===== src/rtl/serial_adder_ctrl_pkg.sv =====
// Shared definitions for the bit-serial add/subtract controller.
package serial_adder_ctrl_pkg;

   // Default operand/result width.
   localparam int unsigned DefaultWidth = 8;

   // Controller states; 2'd3 is unused and recovers to StIdle.
   typedef enum logic [1:0] {
      StIdle = 2'd0,
      StRun  = 2'd1,
      StDone = 2'd2
   } state_e;

endpackage


===== src/rtl/serial_adder_ctrl_fa.sv =====
// One-bit full-adder cell.
module serial_adder_ctrl_fa (
   input  logic a,
   input  logic b,
   input  logic ci,
   output logic s,
   output logic co
);

   // Sum and carry of three one-bit inputs.
   always_comb begin
      s  = a ^ b ^ ci;
      co = (a & b) | (a & ci) | (b & ci);
   end

endmodule


===== src/rtl/serial_adder_ctrl.sv =====
// Bit-serial add/subtract controller: operands are shifted LSB-first through a
// single full-adder cell, one bit per clock, with a registered carry.
module serial_adder_ctrl
   import serial_adder_ctrl_pkg::*;
#(
   parameter int unsigned WIDTH = DefaultWidth
) (
   input  logic             clk,
   input  logic             rst,
   input  logic             start,
   input  logic             sub,
   input  logic [WIDTH-1:0] a,
   input  logic [WIDTH-1:0] b,
   input  logic             cin,
   output logic             busy,
   output logic             done,
   output logic [WIDTH-1:0] sum,
   output logic             cout,
   output logic             ovf
);

   localparam int unsigned CntW = (WIDTH > 1) ? $clog2(WIDTH) : 1;
   localparam logic [CntW-1:0] CntLast = CntW'(WIDTH - 1);

   state_e           state;
   logic [WIDTH-1:0] a_sh;
   logic [WIDTH-1:0] b_sh;
   // Upper WIDTH-1 result bits collected so far; the final bit comes straight from the cell.
   logic [WIDTH-2:0] acc;
   logic             carry;
   logic [CntW-1:0]  cnt;
   logic             s;
   logic             c;
   logic [WIDTH-1:0] acc_sh;

   serial_adder_ctrl_fa u_fa (
      .a  (a_sh[0]),
      .b  (b_sh[0]),
      .ci (carry),
      .s  (s),
      .co (c)
   );

   // New sum bit enters at the MSB; after WIDTH shifts this is the full result.
   always_comb begin
      acc_sh = {s, acc};
   end

   // FSM, datapath shift registers and registered result outputs.
   always_ff @(posedge clk) begin
      if (rst) begin
         state <= StIdle;
         a_sh  <= '0;
         b_sh  <= '0;
         acc   <= '0;
         carry <= 1'b0;
         cnt   <= '0;
         sum   <= '0;
         cout  <= 1'b0;
         ovf   <= 1'b0;
      end else begin
         case (state)
            StIdle: begin
               if (start) begin
                  a_sh  <= a;
                  // Subtraction is a + ~b + 1.
                  b_sh  <= sub ? ~b : b;
                  carry <= sub ? 1'b1 : cin;
                  cnt   <= '0;
                  state <= StRun;
               end
            end
            StRun: begin
               acc   <= acc_sh[WIDTH-1:1];
               a_sh  <= a_sh >> 1;
               b_sh  <= b_sh >> 1;
               carry <= c;
               cnt   <= cnt + 1'b1;
               if (cnt == CntLast) begin
                  sum   <= acc_sh;
                  cout  <= c;
                  // carry currently holds the carry into the MSB.
                  ovf   <= carry ^ c;
                  state <= StDone;
               end
            end
            StDone: begin
               state <= StIdle;
            end
            default: begin
               state <= StIdle;
            end
         endcase
      end
   end

   // Status flags decoded from registered state only.
   assign busy = (state == StRun);
   assign done = (state == StDone);

endmodule


===== config.mk =====
export PLATFORM = sky130hd
export DESIGN_NAME = serial_adder_ctrl
export DESIGN_NICKNAME = d
export VERILOG_FILES = /design/src/rtl/serial_adder_ctrl_pkg.sv /design/src/rtl/serial_adder_ctrl_fa.sv /design/src/rtl/serial_adder_ctrl.sv
export SDC_FILE = /design/constraint.sdc
export NUM_CORES = 1
export LEC_CHECK = 0
export ABC_AREA = 1
export BUFFER_PORTS_ARGS = -buffer_cell sky130_fd_sc_hd__buf_2
export CELL_PAD_IN_SITES_DETAIL_PLACEMENT = 2
export CELL_PAD_IN_SITES_GLOBAL_PLACEMENT = 2
export CORE_MARGIN = 8
export CORE_UTILIZATION = 30
export CTS_CLUSTER_DIAMETER = 50
export CTS_CLUSTER_SIZE = 16
export DETAILED_ROUTE_END_ITERATION = 10
export GPL_ROUTABILITY_DRIVEN = 0
export PLACE_DENSITY = 0.9
export SLEW_MARGIN = 25
export SYNTH_ARGS = -nofsm -noshare
export SYNTH_HDL_FRONTEND = slang
export SYNTH_SLANG_ARGS = --single-unit

===== constraint.sdc =====
create_clock -name clk -period 3.3 [get_ports clk]
set_input_delay 0.495 -clock clk [delete_from_list [all_inputs] [get_ports clk]]
set_output_delay 0.495 -clock clk [all_outputs]
set_load 0.02 [all_outputs]

==> impl_metrics.yaml <==
outcome:
  outcome: "complete, no violations"
die:
  start_util_pct: 30.4
  ioPinCount: 33
  die_width_um: 92.8
  row_count: 28
  die-area_um2: 8620
  die_h_um: 92.8
  fp.coreArea_um2: 5820
finish:
  area_delta_synth_final_pct: 17.5
  drive_gt1_share_pct: 17.5
  layout_commonest_cell: "nand2_1"
  diodes: 0
  final_cell_mix: "95 x nand2_1, 39 x dfxtp_1, 38 x nor2_1"
  nets: 315
power_and_ir_drop:
  pwr-share-comb_pct: 13.7
  power_uw: 1020
  cellLeakagePower_uw: 0.00111
  p_clk_share_pct: 35.4
  power_frac_seq_pct: 50.9
  p_sw_uw: 280
  internal_power_uw: 737
  switching_share_pct: 27.5
  p_per_area_nw_per_um2: 489
  peakVddDrop_mv: 0.220
detailed_routing:
  antenna_left: 0
  dr.pass1.iters: 4
  top_layer: "met4"
  route.met3.wl_um: 214
  drc: 0
  drt-met1-wl_mm: 2.48
  drt_iter0_drc: 54
  vias: 1721
  drt-total-wl_mm: 5.55
  vias_per_cell: 4.69
  dr_wl_met2_mm: 2.76
  wl_per_cell_um: 15.1
cts:
  cts-root-buf: "clkbuf_8"
  cts_max_level: 2
  cts.sink_count: 39
  hold_buffers: 0
  cts_setup_buffers: 0
  clkTransAtPathRegs_ns: 0.08
  clk_latency_ns: 0.30
  clockBufferDepth: 2
  cts_resized: 0
  cts_tree: "built"
  numCtsBuffers: 5
worst_setup_path:
  cp-endpoint: "busy"
  timing_worst_setup_path_type: "flop to output pin"
  cp_data_arrival_time_ns: 1.20
  rrSetupSlack_ns: 1.71
  cp_data_required_time_ns: 2.80
  setup.worst_path.start_class: "flop"
  path_cells: "inv_2 > nor2_4 > buf_2"
  cp_max_fo: 5
  crit_start: "state[0]"
  end_kind: "output pin"
  reg2reg_depth: 5
  r2r_end: "a_sh[0]"
  critPathMaxStageDelay_ns: 0.49
  cp_slowest_cell: "dfxtp_1"
  rr_startpoint: "state[0]"
yosys:
  synth_top_area_share_pct: 44.1
  ys_ff_latch: 39
  yosysUniqueCellTypes: 21
  synth_seq_area_share_pct: 44.1
  post_synth.cell_area_avg_um2: 6.86
  yosys-top-cells-area: "dfxtp_1 44%, nand2_1 20%, nor2_1 8.1%"
  synth_top_cell_by_area: "dfxtp_1"
  syn_nets: 282
  syn-cell-area_um2: 1770
  ys_warn_count: 0
  synth_cells: 258
grt:
  grt_max_degree: 27
  grt_overflow: 0
  grt_pass1_vias: 1907
  antenna_found_initial: 0
  grt_pass1_wl_mm: 9.50
  grt_use_total_pct: 13.8
timing:
  finClkSkew_ns: 0.0106
  max_freq_ghz: 0.589
  period_share_pct: 51.5
  final.min_clock_period_ns: 1.70
  rsz0062_at_grt: "no"
  finalSetupViolCount: 0
  hold_viol: 0
  final.setup.tns_ns: 0
  worstMarginPinSlew_ns: 0.547
  report.final.slew_viol_count: 0
  relSlewSlack_pct: 63.4
placed_design:
  portBuffers: 32
  place_hpwl_mm: 4.06
flow_run:
  maxCapViolCount: 0
hold_path:
  worst_hold_path_type: "input port to flop"
-- synth_stat cells --
master and number:
nand2_1 95, dfxtp_1 39, nor2_1 38, inv_1 23, o21ai_0 20, nand3_1 14
a21oi_1 6, buf_6 3, inv_2 3, buf_2 2, buf_4 2, ha_1 2
nor2_4 2, xor2_1 2, a211oi_2 1, a21oi_2 1, buf_1 1, clkbuf_1 1
fa_1 1, nand2_4 1, o21ai_2 1
-- through the flow --
step	util (%)	instance area (µm²)	setup slack [ns]	hold WS (ns)	instances
2_1_floorplan	-	1770	1.96	0.436	258
3_3_place_gp	34.1	1980	1.67	0.452	359
3_5_place_dp	34.1	1980	1.52	0.464	359
4_1_cts	35.8	2080	1.60	0.456	367
5_1_grt	35.8	2080	1.52	0.456	367
6_report	35.8	2080	1.60	0.454	367
-- worst max-delay path: cells and delay by family (launching register included) --
kind	cells	cell delay [ns]
buffers and inverters	2	0.29
flip-flops	1	0.49
AND/OR/NAND/NOR	1	0.12
-- layer usage --
layer,track usage (%),up-vias
met1,16.3,831
li1,-,858
met5,0,-
met3,4.13,9
met4,3.76,0
met2,23.6,23
-- power groups by stage --
stage	clock (µW)	combinational [µW]	sequential [µW]
3_5_place_dp	0	139	527
2_1_floorplan	0	97.6	521
4_1_cts	364	142	518
6_report	360	139	517
3_3_place_gp	0	129	526
5_1_grt	393	160	521
-- final cells by class --
type                            instances  area (µm²)
Tap cell                               75        93.8
Clock buffer                            8         100
Sequential cell                        39         781
Inverter                               26        97.6
Fill cell                             722        3730
Multi-Input combinational cell        184         826
Timing Repair Buffer                   35         183
-- worst min-delay path by stage --
stage / from / to / cells after the start / slack (ns)
final: rst / cnt[1] / 2 / 0.45
after global routing: rst / cnt[2] / 2 / 0.46
after CTS: rst / cnt[1] / 2 / 0.46
after detailed placement: cnt[1] / cnt[1] / 2 / 0.46
after global placement: cnt[0] / cnt[0] / 1 / 0.45
after floorplan: acc[5] / sum[5] / 2 / 0.44
-- state kept, by name, indices dropped and copies added, names as in the netlist --
signal / flops
acc: 7
a_sh: 8
sum: 8
carry: 1
b_sh: 8
cout: 1
state: 2
cnt: 3
ovf: 1
-- kinds of logic (layout without fill, tap and decap cells) --
logic type / count (synthesis) / count (layout) / synth area share (%)
flip-flops: 39 / 39 / 44.1
AO/OA/AOI/OAI: 29 / 29 / 9.05
AND/OR/NAND/NOR: 150 / 150 / 34.1
adder cells (fa/ha/maj): 3 / 3 / 2.54
XOR/XNOR: 2 / 2 / 0.990
buffers and inverters: 35 / 69 / 9.26
Note: power is estimated with default switching activity, not from simulation.
